==> src/rtl/seg7_pkg.sv <==
// Shared constants and glyph decoding for the seven-segment bus receiver.
package seg7_pkg;

  localparam int SEG7_DIGITS = 8;

  // Active-low gfedcba patterns as driven by the display scanner
  localparam logic [6:0] GLYPH_0 = 7'h40;
  localparam logic [6:0] GLYPH_1 = 7'h79;
  localparam logic [6:0] GLYPH_2 = 7'h24;
  localparam logic [6:0] GLYPH_3 = 7'h30;
  localparam logic [6:0] GLYPH_4 = 7'h19;
  localparam logic [6:0] GLYPH_5 = 7'h12;
  localparam logic [6:0] GLYPH_6 = 7'h02;
  localparam logic [6:0] GLYPH_7 = 7'h78;
  localparam logic [6:0] GLYPH_8 = 7'h00;
  localparam logic [6:0] GLYPH_9 = 7'h10;
  localparam logic [6:0] GLYPH_A = 7'h08;
  localparam logic [6:0] GLYPH_B = 7'h03;
  localparam logic [6:0] GLYPH_C = 7'h46;
  localparam logic [6:0] GLYPH_D = 7'h21;
  localparam logic [6:0] GLYPH_E = 7'h06;
  localparam logic [6:0] GLYPH_F = 7'h0E;

  // Returns {valid, nibble}; valid is 0 for any pattern that is not a hex glyph
  function automatic logic [4:0] seg7_decode(input logic [6:0] seg);
    logic [4:0] res;
    res = 5'b0_0000;
    case (seg)
      GLYPH_0: res = 5'h10;
      GLYPH_1: res = 5'h11;
      GLYPH_2: res = 5'h12;
      GLYPH_3: res = 5'h13;
      GLYPH_4: res = 5'h14;
      GLYPH_5: res = 5'h15;
      GLYPH_6: res = 5'h16;
      GLYPH_7: res = 5'h17;
      GLYPH_8: res = 5'h18;
      GLYPH_9: res = 5'h19;
      GLYPH_A: res = 5'h1A;
      GLYPH_B: res = 5'h1B;
      GLYPH_C: res = 5'h1C;
      GLYPH_D: res = 5'h1D;
      GLYPH_E: res = 5'h1E;
      GLYPH_F: res = 5'h1F;
      default: res = 5'b0_0000;
    endcase
    return res;
  endfunction

endpackage

==> src/rtl/seg7rx_stable.sv <==
// Sample register plus stability filter: strobes accept_o once per steady sample.
module seg7rx_stable #(
  parameter int unsigned STABLE_CYCLES = 4
) (
  input  logic        clk,
  input  logic        reset,
  input  logic [15:0] sample_i,
  output logic [14:0] sample_o,
  output logic        accept_o
);

  localparam logic [7:0] STABLE_N = 8'(STABLE_CYCLES);

  logic [15:0] sample_q;
  logic [7:0]  cnt_q, cnt_d;
  logic        done_q, done_d;
  logic        change;

  // done_q blocks a second accept while the counter sits saturated at STABLE_N
  always_comb begin
    change   = (sample_i != sample_q);
    cnt_d    = cnt_q;
    accept_o = (cnt_q == STABLE_N) && !done_q;
    done_d   = done_q | accept_o;
    if (change) begin
      cnt_d  = 8'd1;
      done_d = 1'b0;
    end else if (cnt_q != 8'hFF) begin
      cnt_d  = cnt_q + 8'd1;
    end
  end

  always_ff @(posedge clk) begin
    if (!reset) begin
      sample_q <= 16'hFFFF;
      cnt_q    <= 8'd0;
      done_q   <= 1'b0;
    end else begin
      sample_q <= sample_i;
      cnt_q    <= cnt_d;
      done_q   <= done_d;
    end
  end

  // dp only matters for change detection, so it is dropped from the output
  assign sample_o = {sample_q[15:8], sample_q[6:0]};

endmodule

==> src/rtl/seg7x16_rx.sv <==
// Seven-segment bus receiver: decodes scanned digits back into a 32-bit word.
// Define SEG7RX_SYNC_EN to add a two-flop synchronizer on the pins.
module seg7x16_rx
  import seg7_pkg::*;
#(
  parameter int unsigned STABLE_CYCLES = 4
) (
  input  logic                   clk,
  input  logic                   reset,
  input  logic [7:0]             i_seg,
  input  logic [SEG7_DIGITS-1:0] i_sel,
  output logic [31:0]            o_data,
  output logic                   o_valid,
  output logic [SEG7_DIGITS-1:0] o_mask,
  output logic                   o_bad_pat,
  output logic [7:0]             o_err_cnt
);

  logic [15:0] pins;

`ifdef SEG7RX_SYNC_EN
  logic [15:0] sync1_q, sync2_q;

  always_ff @(posedge clk) begin
    if (!reset) begin
      sync1_q <= 16'hFFFF;
      sync2_q <= 16'hFFFF;
    end else begin
      sync1_q <= {i_sel, i_seg};
      sync2_q <= sync1_q;
    end
  end

  assign pins = sync2_q;
`else
  assign pins = {i_sel, i_seg};
`endif

  logic [14:0] sample;
  logic        accept;

  seg7rx_stable #(.STABLE_CYCLES(STABLE_CYCLES)) u_stable (
    .clk      (clk),
    .reset    (reset),
    .sample_i (pins),
    .sample_o (sample),
    .accept_o (accept)
  );

  logic [31:0]            data_q, data_d;
  logic                   valid_q, valid_d;
  logic [SEG7_DIGITS-1:0] mask_q, mask_d;
  logic                   bad_q, bad_d;
  logic [7:0]             err_q, err_d;
  logic [31:0]            shadow_q, shadow_d;

  logic [SEG7_DIGITS-1:0] selN;
  logic                   oneHot;
  logic [2:0]             idx;
  logic [4:0]             dec;
  logic [SEG7_DIGITS-1:0] maskNext;

  always_comb begin
    selN     = ~sample[14:7];
    oneHot   = (selN != '0) && ((selN & (selN - 8'd1)) == '0);
    dec      = seg7_decode(sample[6:0]);
    maskNext = mask_q | selN;
    idx      = 3'd0;
    for (int k = 0; k < SEG7_DIGITS; k++) begin
      if (selN[k]) idx = 3'(k);
    end

    data_d   = data_q;
    valid_d  = 1'b0;
    mask_d   = mask_q;
    bad_d    = 1'b0;
    err_d    = err_q;
    shadow_d = shadow_q;

    // Completion publishes the shadow including the nibble landing this cycle
    if (accept && oneHot) begin
      if (dec[4]) begin
        shadow_d[{idx, 2'b00} +: 4] = dec[3:0];
        if (maskNext == '1) begin
          data_d  = shadow_d;
          valid_d = 1'b1;
          mask_d  = '0;
        end else begin
          mask_d  = maskNext;
        end
      end else begin
        bad_d = 1'b1;
        if (err_q != 8'hFF) err_d = err_q + 8'd1;
      end
    end
  end

  always_ff @(posedge clk) begin
    if (!reset) begin
      data_q   <= 32'd0;
      valid_q  <= 1'b0;
      mask_q   <= '0;
      bad_q    <= 1'b0;
      err_q    <= 8'd0;
      shadow_q <= 32'd0;
    end else begin
      data_q   <= data_d;
      valid_q  <= valid_d;
      mask_q   <= mask_d;
      bad_q    <= bad_d;
      err_q    <= err_d;
      shadow_q <= shadow_d;
    end
  end

  assign o_data    = data_q;
  assign o_valid   = valid_q;
  assign o_mask    = mask_q;
  assign o_bad_pat = bad_q;
  assign o_err_cnt = err_q;

endmodule

==> config.mk <==
export PLATFORM = sky130hd
export DESIGN_NAME = seg7x16_rx
export DESIGN_NICKNAME = d
export VERILOG_FILES = /design/src/rtl/seg7_pkg.sv /design/src/rtl/seg7rx_stable.sv /design/src/rtl/seg7x16_rx.sv
export SDC_FILE = /design/constraint.sdc
export NUM_CORES = 1
export LEC_CHECK = 0
export BUFFER_PORTS_ARGS = -buffer_cell sky130_fd_sc_hd__buf_4
export CAP_MARGIN = 20
export CELL_PAD_IN_SITES_DETAIL_PLACEMENT = 0
export CELL_PAD_IN_SITES_GLOBAL_PLACEMENT = 1
export CORE_MARGIN = 4
export CORE_UTILIZATION = 35
export CTS_BUF_LIST = sky130_fd_sc_hd__clkbuf_2
export DETAILED_ROUTE_END_ITERATION = 10
export PLACE_DENSITY = 0.67
export SYNTH_ARGS = -nofsm -noshare
export SYNTH_HDL_FRONTEND = slang
export SYNTH_SLANG_ARGS = --single-unit
==> constraint.sdc <==
create_clock -name clk -period 3.4 [get_ports clk]
set_input_delay 0.68 -clock clk [delete_from_list [all_inputs] [get_ports clk]]
set_output_delay 0.68 -clock clk [all_outputs]
set_load 0.03 [all_outputs]
Word-level counts from Yosys, hierarchy flattened
Index checks and enable logic that the tools add are counted.
{ "op_classes": {"addsub": 4, "n_mux": 14, "bitwise_logic": 6, "div_mod_pow": 0, "eq_ne": 20, "mul": 0, "shift": 2, "n_lt_le_gt_ge": 0, "n_reduce_logical": 14} }
{ "ops": {"columns": ["operator", "count"], "rows": [
  ["$pmux W5 S16", 1],
  ["$bwmux W32", 1],
  ["$shift A4 B7 Y32 const A", 1],
  ["$shiftx A4 B7 Y32", 1],
  ["$eq A7 B7 Y1 const B", 4],
  ["$eq A7 B5 Y1 const B", 3],
  ["$eq A7 B6 Y1 const B", 3],
  ["$mux W3", 6],
  ["$add A8 B1 Y8 const B", 2],
  ["$ne A16 B16 Y1", 1],
  ["$ne A8 B8 Y1 const B", 2],
  ["$eq A7 B2 Y1 const B", 2],
  ["$eq A7 B4 Y1 const B", 2],
  ["$reduce_and A3 Y1", 3],
  ["$and A8 B8 Y8", 1],
  ["$eq A8 B3 Y1 const B", 1],
  ["$eq A8 B8 Y1 const B", 1],
  ["$logic_not A8 Y1", 1],
  ["$mux W8", 1],
  ["$not A8 Y8", 1],
  ["$or A8 B8 Y8", 1],
  ["$reduce_bool A8 Y1", 1],
  ["$sub A8 B1 Y8 const B", 1],
  ["$eq A7 B3 Y1 const B", 1],
  ["other kinds (10)", 18]
]} }
{ "word_totals": {"mem_bits_rw": 0, "latch_bits": 0, "input_bits": 18, "mem_bits_ro": 0, "register_bits": 107, "output_inout_bits": 50, "mem_count": 0, "wordCells": 70} }

Logic depth before layout (Yosys ltp)
Gate-level depths: netlist (run 1).
{ "logic_depth": {"ltp_word": 11, "mapped_depth": 12, "ltp_nobuf": 11} }

Hierarchy
A second synthesis (run 1) with hierarchy kept.
{ "unflattened": {"cells_unflattened": 575, "area_unflattened_um2": 5215.0} }
{ "by_module_without_submodules": {"columns": ["mod", "cells_each", "instances", "area_per_inst_um2", "seq_area_each_um2"], "rows": [
  ["seg7x16_rx", 455, 1, 4022.6, 1641.6],
  ["seg7rx_stable", 120, 1, 1192.4, 500.5]
]} }

Least setup slack after synthesis (run 1)
Ideal clock, no wire load.
{ "synth_path": {"path_type": "register -> register", "startpoint": "register u_stable.sample_q[9]", "endpoint": "register shadow_q[16]", "path_slack_ps": 338, "setup_ps": 124, "t_arrival_ps": 2938, "stages_incl_launch_ff": 11, "period_less_slack_ps": 3062, "n_path_buf": 0, "required_time_ps": 3276, "cell_sequence": "dfxtp_1 > nand2b_1 > a21oi_1 > nor2_1 > ha_1 > ha_1 > inv_1 > or3_1 > nor4_2 > nand2_1 > mux2i_1"} }
{ "synth_via": {"elab_chain_cells": 11, "word_cells_on_any_way": 19, "cone_classes": "add/sub: 2; shift: 2; mux: 8; bitwise: 2; reduce/logical: 5"} }
{ "synth_rtl": {"columns": ["element", "line_no", "text"], "rows": [
  ["from (decl)", "seg7rx_stable.sv:14", "logic [15:0] sample_q;"],
  ["from (signal assigned)", "seg7rx_stable.sv:39", "sample_q <= sample_i;"],
  ["$not A8 Y8 (*)", "seg7x16_rx.sv:64", "selN = ~sample[14:7];"],
  ["$mux W1", "seg7x16_rx.sv:70", "if (selN[k]) idx = 3'(k);"],
  ["$mux W3 (6 in series)", "seg7x16_rx.sv:70", null],
  ["$neg A5 Y7", "seg7x16_rx.sv:83", "shadow_d[{idx, 2'b00} +: 4] = dec[3:0];"],
  ["$shiftx A4 B7 Y32 or $shift A4 B7 Y32 (tied branches)", "seg7x16_rx.sv:83", null],
  ["$bwmux W32", "seg7x16_rx.sv:83", null],
  ["to (signal assigned)", "seg7x16_rx.sv:112", "shadow_q <= shadow_d;"],
  ["to (decl)", "seg7x16_rx.sv:55", "logic [31:0] shadow_q, shadow_d;"]
]} }
Mark *: on every way between the ends. The rest lies on a longest branch, timed or not.
A chain may end at the register's enable or synchronous reset.

Worst setup path in the final report (run 1)
{ "layout_path": {"startpoint": "register u_stable.sample_q[14]", "endpoint": "register shadow_q[19]"} }
{ "layout_via": {"elab_chain_cells": 7, "word_cells_on_any_way": 14, "cone_classes": "add/sub: 2; shift: 2; mux: 3; bitwise: 2; reduce/logical: 5"} }
{ "layout_rtl": {"columns": ["element", "line_no", "text"], "rows": [
  ["$not A8 Y8 (*)", "seg7x16_rx.sv:64", null],
  ["$sub A8 B1 Y8", "seg7x16_rx.sv:65", "oneHot = (selN != '0) && ((selN & (selN - 8'd1)) == '0);"],
  ["$and A8 B8 Y8", "seg7x16_rx.sv:65", null],
  ["$logic_not A8 Y1", "seg7x16_rx.sv:65", null],
  ["$logic_and A1 B1 Y1", "seg7x16_rx.sv:65", null],
  ["$logic_and A1 B1 Y1", "seg7x16_rx.sv:81", "if (accept && oneHot) begin"],
  ["$reduce_and A2 Y1 (no line)", null, null]
]} }
Marks and branches as above.

==> results of run 1 <==
-- kinds of logic after synthesis --
logic type      count (synthesis)
compound gates                147
xor+xnor                       18
fa+ha+maj                       7
buf+inv                        59
flops                         107
mux                            38
simple gates                  241
-- sequential cells by signal (all words and copies together) (netlist names) --
register and flops:
o_mask 8, o_data 32, o_bad_pat 1, u_stable.done_q 1
u_stable.sample_q 16, o_err_cnt 8, u_stable.cnt_q 8, o_valid 1
shadow_q 32
-- metal layers --
layer / up-vias / global-route usage [%]
met3: 14 / 3.473
met4: 0 / 5.309
met1: 2254 / 22.36
met2: 102 / 28.14
li1: 2380 / -
met5: - / 0
-- how the worst max path moves through the flow --
stage / from / slack (ns) / to
after floorplan: u_stable.sample_q[9] / 0.34 / shadow_q[16]
after global placement: u_stable.sample_q[12] / 0.54 / o_data[18]
after global routing: u_stable.sample_q[9] / 0.16 / o_data[29]
after CTS: u_stable.sample_q[14] / 0.53 / shadow_q[19]
final: u_stable.sample_q[14] / 0.53 / shadow_q[19]
after detailed placement: u_stable.sample_q[14] / 0.49 / shadow_q[16]
-- cells in the final DEF, fill, tap and decap left out, drive strengths merged, types with 3 or more instances in the layout --
cell type and count:
nand3 35, mux2i 36, nand2b 34, buf 84, nand4b 3, nor4 7, o31ai 4, a21oi 50
or4 4, or3 8, o311a 3, nor2b 6, o2111ai 15, ha 6, nand2 67, a311oi 7
and4 3, nor3b 4, nor3 20, o211ai 3, clkbuf 10, a22oi 3, nand4 9, nor2 17
o21ai 25, and3b 3, o22ai 4, xnor2 17, inv 19, nor4bb 4, a211oi 13, and3 7
a31oi 5, and2 6, dfxtp 107
-- metrics by stage --
stage | cells | power [µW]
6_report | 862 | 2227
5_1_grt | 862 | 2327
4_1_cts | 862 | 2254
3_5_place_dp | 846 | 1532
3_3_place_gp | 846 | 1530
2_1_floorplan | 617 | 1462
-- area by class of cell --
cell class,count,area [µm²]
inverter,16,60.06
timing repair buffer,84,630.6
clock inverter,6,93.84
tap,188,235.2
clock buffer,10,50.05
multi-input combinational,451,2955
fill,1540,8922
sequential,107,2142
-- worst reg2reg max path: cells and delay by family, from the launching register on --
family                     cells  cell delay (ns)
and+or+nand+nor                4             0.83
buffers and inverters          4             0.62
adders and majority gates      2             0.55
DFF                            1             0.52
muxes                          1             0.20
AOI/OAI and AO/OA              1             0.16
-- power breakdown --
group          internal, µW  switching (µW)  leakage (µW)
clock                   256             458     0.0000888
combinational          86.8             127       0.00141
sequential             1270            27.9      0.000867
==> flow_summary.html, run 1 <==
<table>
<tr><th>Metric</th><th>Value</th></tr>
<tr><th colspan="2">Logic synthesis</th></tr>
<tr><td>Synth async-reset ratio</td><td>0%</td></tr>
<tr><td>Top-area cell type share of the netlist area</td><td>39.91%</td></tr>
<tr><td>Post-Synth Adder-Cell Area</td><td>1.585%</td></tr>
<tr><td>Library cell with the highest instance count after synthesis</td><td>sky130_fd_sc_hd__dfxtp_1</td></tr>
<tr><td>Complex-gate fraction of the synthesized area</td><td>18.74%</td></tr>
<tr><td>Most used DFF post-synth</td><td>sky130_fd_sc_hd__dfxtp_1</td></tr>
<tr><td>Post-synthesis share of cell area spent on and, or, nand and nor gates</td><td>24.55%</td></tr>
<tr><td>Synth area leaders</td><td>sky130_fd_sc_hd__dfxtp_1 (40%), sky130_fd_sc_hd__mux2i_1 (6.7%), sky130_fd_sc_hd__nand2_1 (4.7%)</td></tr>
<tr><td>Syn Nets</td><td>641</td></tr>
<tr><td>Gate count of the mapped netlist</td><td>617</td></tr>
<tr><td>Post-synthesis sequential area ratio</td><td>39.91%</td></tr>
<tr><td>Yosys top cell by area</td><td>sky130_fd_sc_hd__dfxtp_1</td></tr>
<tr><td>Number of flops mapped to enable cells by yosys</td><td>0</td></tr>
<tr><td>Fraction of synthesized cell area in xor and xnor cells</td><td>2.937%</td></tr>
<tr><td>Combinational family with the most area after synthesis</td><td>simple AND/OR/NAND/NOR gates</td></tr>
<tr><td>Most frequent cells after synthesis</td><td>sky130_fd_sc_hd__dfxtp_1 (107), sky130_fd_sc_hd__nand2_1 (67), sky130_fd_sc_hd__a21oi_1 (50)</td></tr>
<tr><td>Post-Syn Area per Cell</td><td>8.700 µm²</td></tr>
<tr><td>Number of register bits inferred by synthesis</td><td>107</td></tr>
<tr><td>Netlist area before placement</td><td>0.005368 mm²</td></tr>
<tr><td>Number of synthesis warnings</td><td>0</td></tr>
<tr><td>Mux share of post-synthesis cell area</td><td>7.133%</td></tr>
<tr><td>Unique cell type count in the Yosys netlist</td><td>62</td></tr>
<tr><th colspan="2">Global route</th></tr>
<tr><td>Grt total ovfl</td><td>0</td></tr>
<tr><td>Number of global-route vias before repair</td><td>4556</td></tr>
<tr><td>All-Layer GR Usage</td><td>17.00%</td></tr>
<tr><td>Number of antenna violations at the first check in global routing</td><td>0</td></tr>
<tr><td>Maximum number of pins on one net before global-route repair</td><td>39</td></tr>
<tr><td>First-pass GRT wire length</td><td>24.17 mm</td></tr>
<tr><th colspan="2">CTS</th></tr>
<tr><td>Number of clock sinks seen by CTS</td><td>107</td></tr>
<tr><td>Root Buffer Master</td><td>sky130_fd_sc_hd__clkbuf_2</td></tr>
<tr><td>Clock-pin slew on the worst setup and hold paths</td><td>0.32 ns</td></tr>
<tr><td>Count of buffers added by post-CTS timing repair for setup</td><td>0</td></tr>
<tr><td>TritonCTS buffer count</td><td>9</td></tr>
<tr><td>Worst-skew pair later-pin latency</td><td>0.69 ns</td></tr>
<tr><td>CTS tree</td><td>done</td></tr>
<tr><td>Buffer depth of the longest clock path</td><td>2</td></tr>
<tr><td>Hold buffer count at cts</td><td>0</td></tr>
<tr><td>Htree depth</td><td>3</td></tr>
<tr><td>PostCTS Resize Cnt</td><td>0</td></tr>
<tr><th colspan="2">Setup path</th></tr>
<tr><td>Reg-to-Reg Start</td><td>u_stable.sample_q[14]</td></tr>
<tr><td>Category of the critical setup timing path</td><td>flip-flop to flip-flop</td></tr>
<tr><td>Number of buffers and inverters on the critical path</td><td>4</td></tr>
<tr><td>Number of stages on the worst setup path</td><td>12</td></tr>
<tr><td>Required time of the critical path</td><td>4.05 ns</td></tr>
<tr><td>Largest driver fanout on the critical path</td><td>9</td></tr>
<tr><td>Cell chain of the critical path</td><td>inv_1, o21ai_1, buf_4, nor2_1, ha_1, ha_1, inv_1, or3_1, nor4_2, buf_4, nand2_1, mux2i_1</td></tr>
<tr><td>End of the worst register-to-register path</td><td>shadow_q[19]</td></tr>
<tr><td>Slack of the worst reg-to-reg path</td><td>0.53 ns</td></tr>
<tr><td>Kind of cell adding the most delay to the critical path</td><td>simple AND/OR/NAND/NOR gates</td></tr>
<tr><td>Worst Reg-to-Reg Cells</td><td>12</td></tr>
<tr><td>Critical Path AT</td><td>3.52 ns</td></tr>
<tr><td>Max stage delay on crit path</td><td>0.52 ns</td></tr>
<tr><td>Kind of end point of the critical path</td><td>flip-flop</td></tr>
<tr><td>Crit-path slowest cell</td><td>sky130_fd_sc_hd__dfxtp_1</td></tr>
<tr><td>Launching element type of the critical path</td><td>flip-flop</td></tr>
<tr><th colspan="2">Floorplan</th></tr>
<tr><td>Effective utilization at floorplan</td><td>35.57%</td></tr>
<tr><td>Core Box Area</td><td>0.01509 mm²</td></tr>
<tr><td>Overall die width</td><td>131.8 µm</td></tr>
<tr><td>Die outline height</td><td>131.8 µm</td></tr>
<tr><td>Row count</td><td>45</td></tr>
<tr><td>Number of I/O pins</td><td>68</td></tr>
<tr><td>Full die area</td><td>0.01738 mm²</td></tr>
<tr><th colspan="2">Outcome</th></tr>
<tr><td>Status</td><td>completed</td></tr>
<tr><th colspan="2">STA</th></tr>
<tr><td>Maximum clock skew at final layout</td><td>0.06217 ns</td></tr>
<tr><td>Fmax</td><td>0.3482 GHz</td></tr>
<tr><td>Final period utilization</td><td>84.46%</td></tr>
<tr><td>Rel. slew slack</td><td>49.82%</td></tr>
<tr><td>Worst hold slack across all endpoints</td><td>0.1963 ns</td></tr>
<tr><td>Slew at the pin closest to its max-slew limit</td><td>0.7465 ns</td></tr>
<tr><td>Final setup violation count</td><td>0</td></tr>
<tr><td>Min cycle time layout</td><td>2.872 ns</td></tr>
<tr><td>Final-report max-slew violation count</td><td>0</td></tr>
<tr><td>Setup ws final</td><td>0.5284 ns</td></tr>
<tr><td>Setup repair after global routing missed its margin</td><td>no</td></tr>
<tr><td>Total negative setup slack</td><td>0 ns</td></tr>
<tr><td>Total count of hold-check failures in the final report</td><td>0</td></tr>
<tr><th colspan="2">Placed design</th></tr>
<tr><td>Detail Placement HPWL</td><td>10.16 mm</td></tr>
<tr><td>Worst-case setup slack after placement</td><td>0.4872 ns</td></tr>
<tr><td>Final estimated routing congestion in global placement</td><td>0.8360</td></tr>
<tr><td>Port buffer count</td><td>67</td></tr>
<tr><td>DP Area</td><td>0.006023 mm²</td></tr>
<tr><th colspan="2">Drt</th></tr>
<tr><td>Via count normalized by instance count</td><td>5.510</td></tr>
<tr><td>Met3 routed wirelength</td><td>652 µm</td></tr>
<tr><td>Remaining number of nets flagged by the antenna check after routing</td><td>0</td></tr>
<tr><td>Routed length per placed instance</td><td>16.97 µm</td></tr>
<tr><td>DRC errors left</td><td>0</td></tr>
<tr><td>Detailed-route via count</td><td>4750</td></tr>
<tr><td>Initial DRC count</td><td>332</td></tr>
<tr><td>Routed met1 length</td><td>6.923 mm</td></tr>
<tr><td>Detail Route met2 WL</td><td>6.842 mm</td></tr>
<tr><td>Highest signal layer in the routed design</td><td>met4</td></tr>
<tr><td>Router iterations before antenna repair</td><td>4</td></tr>
<tr><td>Routed WL</td><td>14.63 mm</td></tr>
<tr><th colspan="2">Final layout</th></tr>
<tr><td>Utilization after layout</td><td>40.87%</td></tr>
<tr><td>Share of final-layout standard cells stronger than drive strength 1</td><td>17.21%</td></tr>
<tr><td>Area growth, synth to finish</td><td>14.90%</td></tr>
<tr><td>Number of diodes added for antenna fixing</td><td>0</td></tr>
<tr><td>Layout net count</td><td>693</td></tr>
<tr><td>Final design instance area without fill</td><td>0.006167 mm²</td></tr>
<tr><th colspan="2">Hold path</th></tr>
<tr><td>Endpoint of the worst hold path</td><td>u_stable.sample_q[5]</td></tr>
<tr><td>Path category of the worst min-delay check</td><td>primary input to flip-flop</td></tr>
<tr><td>Hold Path Origin</td><td>i_seg[5]</td></tr>
<tr><td>Worst hold path stage count</td><td>2</td></tr>
<tr><th colspan="2">Job</th></tr>
<tr><td>Number of max-cap violations</td><td>0</td></tr>
<tr><th colspan="2">Power and ir drop</th></tr>
<tr><td>Static leakage</td><td>0.002369 µW</td></tr>
<tr><td>Worst ir drop on vdd</td><td>0.1378 mV</td></tr>
<tr><td>Power Dens Cells</td><td>361.1 mW/mm²</td></tr>
</table>
Power figures use the tool's default switching activity.
==> inputs of run 2 (changes only) <==
Settings changed: PLACE_DENSITY 0.67 to 0.69.
Clock period 3.4 ns to 2.36 ns, I/O delays scaled along.
==> run 2 against run 1 <==
Against the previous run:
- power increased by 43%
- sequential power increased by 43%
- largest power group unchanged
- cell count increased by 7.3%
- register-to-register slack got worse by 0.46 ns
- worst hold slack got worse by 0.14 ns
- combinational power increased by 120%
- clock power increased by 21%
- clock skew decreased by 0.027 ns
- die area unchanged
- fmax increased by 25%
- cell area increased by 13%
==> flow_summary.html, run 2 (same netlist as run 1, synthesis figures left out) <==
<table>
<tr><th>Metric</th><th>Value</th></tr>
<tr><th colspan="2">Outcome</th></tr>
<tr><td>Status</td><td>completed</td></tr>
<tr><th colspan="2">Final layout</th></tr>
<tr><td>Share of final-layout standard cells stronger than drive strength 1</td><td>31.61%</td></tr>
<tr><td>Commonest cells after routing, fill and taps aside</td><td>sky130_fd_sc_hd__buf_4 (132), sky130_fd_sc_hd__dfxtp_1 (92), sky130_fd_sc_hd__nand2_1 (62)</td></tr>
<tr><td>Commonest non-fill, non-tap cell in the layout</td><td>sky130_fd_sc_hd__buf_4</td></tr>
<tr><td>Utilization after layout</td><td>46.38%</td></tr>
<tr><td>Area growth, synth to finish</td><td>30.40%</td></tr>
<tr><td>Number of diodes added for antenna fixing</td><td>0</td></tr>
<tr><td>Layout net count</td><td>756</td></tr>
<tr><th colspan="2">Global route</th></tr>
<tr><td>First-pass GRT wire length</td><td>25.01 mm</td></tr>
<tr><td>Grt total ovfl</td><td>0</td></tr>
<tr><td>All-Layer GR Usage</td><td>17.31%</td></tr>
<tr><td>Number of global-route vias before repair</td><td>4920</td></tr>
<tr><td>Maximum number of pins on one net before global-route repair</td><td>32</td></tr>
<tr><td>Number of antenna violations at the first check in global routing</td><td>0</td></tr>
<tr><th colspan="2">Drt</th></tr>
<tr><td>Initial DRC count</td><td>351</td></tr>
<tr><td>Remaining number of nets flagged by the antenna check after routing</td><td>0</td></tr>
<tr><td>Router iterations before antenna repair</td><td>5</td></tr>
<tr><td>Routed length per placed instance</td><td>16.63 µm</td></tr>
<tr><td>Detailed-route via count</td><td>5087</td></tr>
<tr><td>Routed WL</td><td>15.38 mm</td></tr>
<tr><td>DRC errors left</td><td>0</td></tr>
<tr><td>Via count normalized by instance count</td><td>5.499</td></tr>
<tr><th colspan="2">Hold path</th></tr>
<tr><td>Hold Path Origin</td><td>i_sel[6]</td></tr>
<tr><td>Path category of the worst min-delay check</td><td>primary input to flip-flop</td></tr>
<tr><th colspan="2">Floorplan</th></tr>
<tr><td>Row count</td><td>45</td></tr>
<tr><td>Effective utilization at floorplan</td><td>35.57%</td></tr>
<tr><td>Full die area</td><td>0.01738 mm²</td></tr>
<tr><td>Core Box Area</td><td>0.01509 mm²</td></tr>
<tr><td>Die outline height</td><td>131.8 µm</td></tr>
<tr><td>Overall die width</td><td>131.8 µm</td></tr>
<tr><td>Number of I/O pins</td><td>68</td></tr>
<tr><th colspan="2">STA</th></tr>
<tr><td>Final-report max-slew violation count</td><td>0</td></tr>
<tr><td>Final period utilization</td><td>97.05%</td></tr>
<tr><td>Fmax</td><td>0.4366 GHz</td></tr>
<tr><td>Slew at the pin closest to its max-slew limit</td><td>0.6058 ns</td></tr>
<tr><td>Min cycle time layout</td><td>2.290 ns</td></tr>
<tr><td>Setup repair after global routing missed its margin</td><td>yes</td></tr>
<tr><td>Maximum clock skew at final layout</td><td>0.03539 ns</td></tr>
<tr><td>Rel. slew slack</td><td>59.47%</td></tr>
<tr><td>Final setup violation count</td><td>0</td></tr>
<tr><td>Total count of hold-check failures in the final report</td><td>0</td></tr>
<tr><th colspan="2">Placed design</th></tr>
<tr><td>Detail Placement HPWL</td><td>10.91 mm</td></tr>
<tr><td>Port buffer count</td><td>67</td></tr>
<tr><td>Final estimated routing congestion in global placement</td><td>0.8298</td></tr>
<tr><th colspan="2">CTS</th></tr>
<tr><td>Clock-pin slew on the worst setup and hold paths</td><td>0.28 ns</td></tr>
<tr><td>Root Buffer Master</td><td>sky130_fd_sc_hd__clkbuf_2</td></tr>
<tr><td>Worst-skew pair later-pin latency</td><td>0.62 ns</td></tr>
<tr><td>TritonCTS buffer count</td><td>9</td></tr>
<tr><td>Buffer depth of the longest clock path</td><td>2</td></tr>
<tr><td>CTS tree</td><td>done</td></tr>
<tr><td>Htree depth</td><td>3</td></tr>
<tr><td>Number of clock sinks seen by CTS</td><td>107</td></tr>
<tr><th colspan="2">Setup path</th></tr>
<tr><td>Category of the critical setup timing path</td><td>flip-flop to flip-flop</td></tr>
<tr><td>Required time of the critical path</td><td>2.89 ns</td></tr>
<tr><td>Slack of the worst reg-to-reg path</td><td>0.07 ns</td></tr>
<tr><td>Largest driver fanout on the critical path</td><td>5</td></tr>
<tr><td>End of the worst register-to-register path</td><td>o_data[17]</td></tr>
<tr><td>Critical Path Sink</td><td>o_data[17]</td></tr>
<tr><td>Beginning of the critical path</td><td>u_stable.sample_q[10]</td></tr>
<tr><td>Launching element type of the critical path</td><td>flip-flop</td></tr>
<tr><td>Critical Path AT</td><td>2.82 ns</td></tr>
<tr><td>Worst Reg-to-Reg Cells</td><td>13</td></tr>
<tr><td>Reg-to-Reg Start</td><td>u_stable.sample_q[10]</td></tr>
<tr><td>Kind of end point of the critical path</td><td>flip-flop</td></tr>
<tr><th colspan="2">Power and ir drop</th></tr>
<tr><td>Static leakage</td><td>0.002730 µW</td></tr>
<tr><td>Total power</td><td>3191 µW</td></tr>
<tr><td>Power Dens Cells</td><td>455.9 mW/mm²</td></tr>
<tr><td>Worst ir drop on vdd</td><td>0.1842 mV</td></tr>
<tr><th colspan="2">Job</th></tr>
<tr><td>Number of max-cap violations</td><td>0</td></tr>
</table>
-- run 2: changes by cell type in the layout (fill, tap and decap cells not counted), moves of 5 or more --
cell,change
sky130_fd_sc_hd__dfxtp_2,+12
sky130_fd_sc_hd__dlygate4sd3_1,+7
sky130_fd_sc_hd__dfxtp_1,-15
sky130_fd_sc_hd__nand2_1,-5
sky130_fd_sc_hd__inv_1,-5
sky130_fd_sc_hd__buf_4,+48
-- run 2: stage by stage --
step / hold WS (ns) / cells / TNS, ns / area (µm²) / worst slack, ns
3_5_place_dp: 0.4478 / 890 / -0.2567 / 6481 / -0.05904
6_report: 0.05814 / 925 / 0 / 6999 / 0.06964
3_3_place_gp: 0.4427 / 890 / -0.08817 / 6481 / -0.03675
4_1_cts: 0.004933 / 918 / 0 / 6765 / 0.000008660
2_1_floorplan: 0.4312 / 617 / -2.037 / 5475 / -0.1319
5_1_grt: 0.03023 / 925 / -0.4450 / 6999 / -0.08311
-- run 2: how the worst min path moves through the flow --
stage	endpoint	slack, ns	depth (start not counted)
finish	u_stable.sample_q[14]	0.06	2
global route	u_stable.sample_q[14]	0.03	2
CTS	u_stable.sample_q[3]	0.005	2
detailed placement	shadow_q[28]	0.45	2
global placement	shadow_q[22]	0.44	2
floorplan	u_stable.done_q	0.43	2
-- run 2: what timing repair did --
item / 4_1_cts / 5_1_grt
setup buffers: 4 / 6
setup endpoints to repair: 18 / 79
hold buffers: 7 / 0
cloned: 1 / 1
pin swaps: 6 / 20
endpoints found under the hold margin: 7 / 0
resized for setup: 14 / 52
-- run 2: layer usage --
metal	wire length [µm]	track usage, %	up-vias	part of all wire (%)
met2	7220	27.99	123	47
met5	0	0	-	0
met1	7149	23.48	2454	46
met4	226	4.901	0	1.5
met3	785	3.588	19	5.1
li1	-	-	2491	-
-- run 2: cell type report --
cell class	instances	area, µm²
clock buffer	9	45.04
clock inverter	7	65.06
fill	1438	8090
inverter	16	65.06
multi-input combinational	451	3243
sequential	107	2168
tap	188	235.2
timing repair buffer	147	1177
-- run 2: power breakdown --
part	leakage (µW)	internal [µW]	switching (µW)
Combinational	0.00179	219	251
Sequential	0.000866	1830	25.2
Clock	0.0000715	243	622
-- run 2: worst max-delay path, stage by stage (launching register included) --
cell	delay [ns]
sky130_fd_sc_hd__dfxtp_2	0.43
sky130_fd_sc_hd__buf_6	0.11
sky130_fd_sc_hd__nand2b_4	0.05
sky130_fd_sc_hd__a21oi_4	0.16
sky130_fd_sc_hd__nor2_4	0.07
sky130_fd_sc_hd__ha_4	0.17
sky130_fd_sc_hd__ha_4	0.28
sky130_fd_sc_hd__inv_4	0.04
sky130_fd_sc_hd__or3_4	0.33
sky130_fd_sc_hd__nor4_4	0.18
sky130_fd_sc_hd__buf_6	0.17
sky130_fd_sc_hd__nand2b_1	0.06
sky130_fd_sc_hd__o2111ai_1	0.08
sky130_fd_sc_hd__a21oi_1	0.09
==> inputs of run 3 (changes only) <==
Settings changed: ABC_AREA set to 1, PLACE_DENSITY 0.69 to 0.73, REMOVE_ABC_BUFFERS set to 1.
==> run 3 against run 2 <==
Against the previous run:
- cell area is 7.3% lower
- count of clock-buffer cells in the layout increased by 1
- worst hold slack better by 0.063 ns
- flip-flop and latch count unchanged
- clock power increased by 15%
- cell count rose by 13%
- fmax is 3.9% higher
- register-to-register slack better by 0.09 ns
- synthesized cell count rose by 22%
- critical path type unchanged
- worst setup slack better by 0.087 ns
- sequential power is essentially flat
==> flow_summary.html, run 3 <==
<table>
<tr><th>Metric</th><th>Value</th></tr>
<tr><th colspan="2">Setup path</th></tr>
<tr><td>Critical Path AT</td><td>2.75 ns</td></tr>
<tr><td>Category of the critical setup timing path</td><td>flip-flop to flip-flop</td></tr>
<tr><td>Worst Reg-to-Reg Cells</td><td>13</td></tr>
<tr><td>Kind of end point of the critical path</td><td>flip-flop</td></tr>
<tr><td>Slack of the worst reg-to-reg path</td><td>0.16 ns</td></tr>
<tr><td>Crit-path slowest cell</td><td>sky130_fd_sc_hd__dfxtp_4</td></tr>
<tr><td>Launching element type of the critical path</td><td>flip-flop</td></tr>
<tr><td>Largest driver fanout on the critical path</td><td>8</td></tr>
<tr><td>Max stage delay on crit path</td><td>0.42 ns</td></tr>
<tr><td>Cell chain of the critical path</td><td>inv_1, a21oi_1, o21bai_1, nand2_1, ha_2, ha_4, inv_1, nor2_1, buf_4, nand2_1, o21ai_0, and2_1, nor2_1</td></tr>
<tr><td>Required time of the critical path</td><td>2.91 ns</td></tr>
<tr><th colspan="2">Drt</th></tr>
<tr><td>Remaining number of nets flagged by the antenna check after routing</td><td>0</td></tr>
<tr><td>Detailed-route via count</td><td>5038</td></tr>
<tr><td>Initial DRC count</td><td>329</td></tr>
<tr><td>Via count normalized by instance count</td><td>4.840</td></tr>
<tr><td>Routed length per placed instance</td><td>13.33 µm</td></tr>
<tr><td>Routed WL</td><td>13.88 mm</td></tr>
<tr><td>DRC errors left</td><td>0</td></tr>
<tr><td>Router iterations before antenna repair</td><td>4</td></tr>
<tr><th colspan="2">Global route</th></tr>
<tr><td>All-Layer GR Usage</td><td>16.69%</td></tr>
<tr><td>Maximum number of pins on one net before global-route repair</td><td>33</td></tr>
<tr><td>Grt total ovfl</td><td>0</td></tr>
<tr><td>First-pass GRT wire length</td><td>22.78 mm</td></tr>
<tr><td>Number of antenna violations at the first check in global routing</td><td>0</td></tr>
<tr><td>Number of global-route vias before repair</td><td>4828</td></tr>
<tr><th colspan="2">Logic synthesis</th></tr>
<tr><td>Library cell with the highest instance count after synthesis</td><td>sky130_fd_sc_hd__nand2_1</td></tr>
<tr><td>Netlist area before placement</td><td>0.005241 mm²</td></tr>
<tr><td>Unique cell type count in the Yosys netlist</td><td>34</td></tr>
<tr><td>Number of synthesis warnings</td><td>0</td></tr>
<tr><td>Synth area leaders</td><td>sky130_fd_sc_hd__dfxtp_1 (41%), sky130_fd_sc_hd__nand2_1 (13%), sky130_fd_sc_hd__nor2_1 (7.9%)</td></tr>
<tr><td>Yosys top cell by area</td><td>sky130_fd_sc_hd__dfxtp_1</td></tr>
<tr><td>Synth async-reset ratio</td><td>0%</td></tr>
<tr><td>Number of flops mapped to enable cells by yosys</td><td>0</td></tr>
<tr><td>Gate count of the mapped netlist</td><td>755</td></tr>
<tr><td>Number of register bits inferred by synthesis</td><td>107</td></tr>
<tr><td>Most frequent cells after synthesis</td><td>sky130_fd_sc_hd__nand2_1 (178), sky130_fd_sc_hd__nor2_1 (110), sky130_fd_sc_hd__dfxtp_1 (107)</td></tr>
<tr><td>Post-synthesis sequential area ratio</td><td>40.87%</td></tr>
<tr><td>Top-area cell type share of the netlist area</td><td>40.87%</td></tr>
<tr><td>Post-Syn Area per Cell</td><td>6.942 µm²</td></tr>
<tr><td>Most used DFF post-synth</td><td>sky130_fd_sc_hd__dfxtp_1</td></tr>
<tr><th colspan="2">STA</th></tr>
<tr><td>Final setup violation count</td><td>0</td></tr>
<tr><td>Slew at the pin closest to its max-slew limit</td><td>0.5664 ns</td></tr>
<tr><td>Rel. slew slack</td><td>62.20%</td></tr>
<tr><td>Final period utilization</td><td>93.36%</td></tr>
<tr><td>Min cycle time layout</td><td>2.203 ns</td></tr>
<tr><td>Setup ws final</td><td>0.1567 ns</td></tr>
<tr><td>Maximum clock skew at final layout</td><td>0.04498 ns</td></tr>
<tr><td>Final-report max-slew violation count</td><td>0</td></tr>
<tr><td>Fmax</td><td>0.4539 GHz</td></tr>
<tr><td>Total count of hold-check failures in the final report</td><td>0</td></tr>
<tr><th colspan="2">Final layout</th></tr>
<tr><td>Share of final-layout standard cells stronger than drive strength 1</td><td>21.12%</td></tr>
<tr><td>Commonest non-fill, non-tap cell in the layout</td><td>sky130_fd_sc_hd__nand2_1</td></tr>
<tr><td>Commonest cells after routing, fill and taps aside</td><td>sky130_fd_sc_hd__nand2_1 (173), sky130_fd_sc_hd__nor2_1 (106), sky130_fd_sc_hd__dfxtp_1 (102)</td></tr>
<tr><td>Layout net count</td><td>876</td></tr>
<tr><td>Area growth, synth to finish</td><td>23.78%</td></tr>
<tr><td>Number of diodes added for antenna fixing</td><td>0</td></tr>
<tr><td>Final design instance area without fill</td><td>0.006487 mm²</td></tr>
<tr><td>Fillcell total</td><td>1488</td></tr>
<tr><td>Number of non-filler instances in the completed layout</td><td>1041</td></tr>
<tr><th colspan="2">Floorplan</th></tr>
<tr><td>Number of I/O pins</td><td>68</td></tr>
<tr><td>Core Box Area</td><td>0.01459 mm²</td></tr>
<tr><td>Die outline height</td><td>130.4 µm</td></tr>
<tr><td>Overall die width</td><td>130.4 µm</td></tr>
<tr><td>Effective utilization at floorplan</td><td>35.93%</td></tr>
<tr><td>Row count</td><td>44</td></tr>
<tr><td>Full die area</td><td>0.01700 mm²</td></tr>
<tr><th colspan="2">CTS</th></tr>
<tr><td>Clock-pin slew on the worst setup and hold paths</td><td>0.29 ns</td></tr>
<tr><td>CTS tree</td><td>done</td></tr>
<tr><td>Root Buffer Master</td><td>sky130_fd_sc_hd__clkbuf_2</td></tr>
<tr><td>Htree depth</td><td>3</td></tr>
<tr><td>Worst-skew pair later-pin latency</td><td>0.63 ns</td></tr>
<tr><td>Number of clock sinks seen by CTS</td><td>107</td></tr>
<tr><td>Buffer depth of the longest clock path</td><td>2</td></tr>
<tr><td>TritonCTS buffer count</td><td>9</td></tr>
<tr><th colspan="2">Power and ir drop</th></tr>
<tr><td>Worst ir drop on vdd</td><td>0.2222 mV</td></tr>
<tr><td>Static leakage</td><td>0.003014 µW</td></tr>
<tr><td>Power Dens Cells</td><td>505.4 mW/mm²</td></tr>
<tr><th colspan="2">Placed design</th></tr>
<tr><td>Detail Placement HPWL</td><td>9.955 mm</td></tr>
<tr><td>Port buffer count</td><td>67</td></tr>
<tr><td>DP Area</td><td>0.006068 mm²</td></tr>
<tr><td>Placed cells</td><td>1007</td></tr>
<tr><td>Final estimated routing congestion in global placement</td><td>0.8713</td></tr>
<tr><td>Worst-case setup slack after placement</td><td>0.04098 ns</td></tr>
<tr><th colspan="2">Job</th></tr>
<tr><td>Number of max-cap violations</td><td>0</td></tr>
<tr><th colspan="2">Hold path</th></tr>
<tr><td>Path category of the worst min-delay check</td><td>primary input to flip-flop</td></tr>
<tr><td>Worst hold path stage count</td><td>2</td></tr>
<tr><th colspan="2">Outcome</th></tr>
<tr><td>Status</td><td>completed</td></tr>
</table>
==> run 3: worst max-delay path: cells and delay by family (launching register included) <==
kind	cells	cell delay, ns
AO/OA/AOI/OAI	3	0.39
adder cells (fa/ha/maj)	2	0.52
buffers and inverters	3	0.33
flip-flops	1	0.42
AND/OR/NAND/NOR	5	0.49
==> run 3: routing by layer <==
layer,GRT usage (%),wire length (µm)
met5,0,0
met4,5.445,251
met3,3.333,534
met2,28.46,6625
met1,21.24,6468
==> run 3: area by class of cell <==
type / instances / area [µm²] / share of cell area [%]
clock inverters: 6 / 87.58 / 1.350
repair buffers: 114 / 924.6 / 14.25
well taps: 184 / 230.2 / 3.549
inverters: 62 / 235.2 / 3.626
clock buffers: 10 / 50.05 / 0.7715
multi-input cells: 558 / 2809 / 43.30
flip-flops and latches: 107 / 2151 / 33.15
==> run 3: worst paths after layout <==
path	from	end
max	u_stable.sample_q[9]	shadow_q[14]
min reg2reg	o_data[18]	o_data[18]
max reg2reg	u_stable.sample_q[9]	shadow_q[14]
min	reset	u_stable.sample_q[10]
==> run 3: stage by stage <==
step                util (%)  TNS [ns]  hold WS, ns  total power (µW)
floorplan                  -         0       0.4551              2088
global placement       41.60         0       0.4574              2235
detailed placement     41.60         0       0.4621              2241
CTS                    43.69         0      0.06727              3270
global route           44.47  -0.02067      0.05665              3432
finish                 44.47         0       0.1213              3278
==> run 3: repair_timing <==
action	CTS	global route
cloned	0	1
hold buffers	16	0
pin swaps	1	7
setup endpoints to repair	13	63
endpoints found under the hold margin	16	0
gates resized for setup	3	47
buffers inserted	0	1
==> run 3: power breakdown <==
part	internal, µW	leakage (µW)	switching (µW)	total, µW
clock network	356	0.0000815	641	997
registers	1830	0.000866	22.4	1850
logic	171	0.00207	257	428
==> run 3: cell families (layout without fill, tap and decap cells) <==
| kind of cell | count (synthesis) | in the layout | synth area share, % |
|---|---|---|---|
| flops | 107 | 107 | 40.87 |
| compound gates | 115 | 115 | 11.24 |
| xor+xnor | 22 | 22 | 3.676 |
| simple gates | 415 | 415 | 35.50 |
| buf+inv | 90 | 192 | 7.281 |
| fa+ha+maj | 6 | 6 | 1.432 |
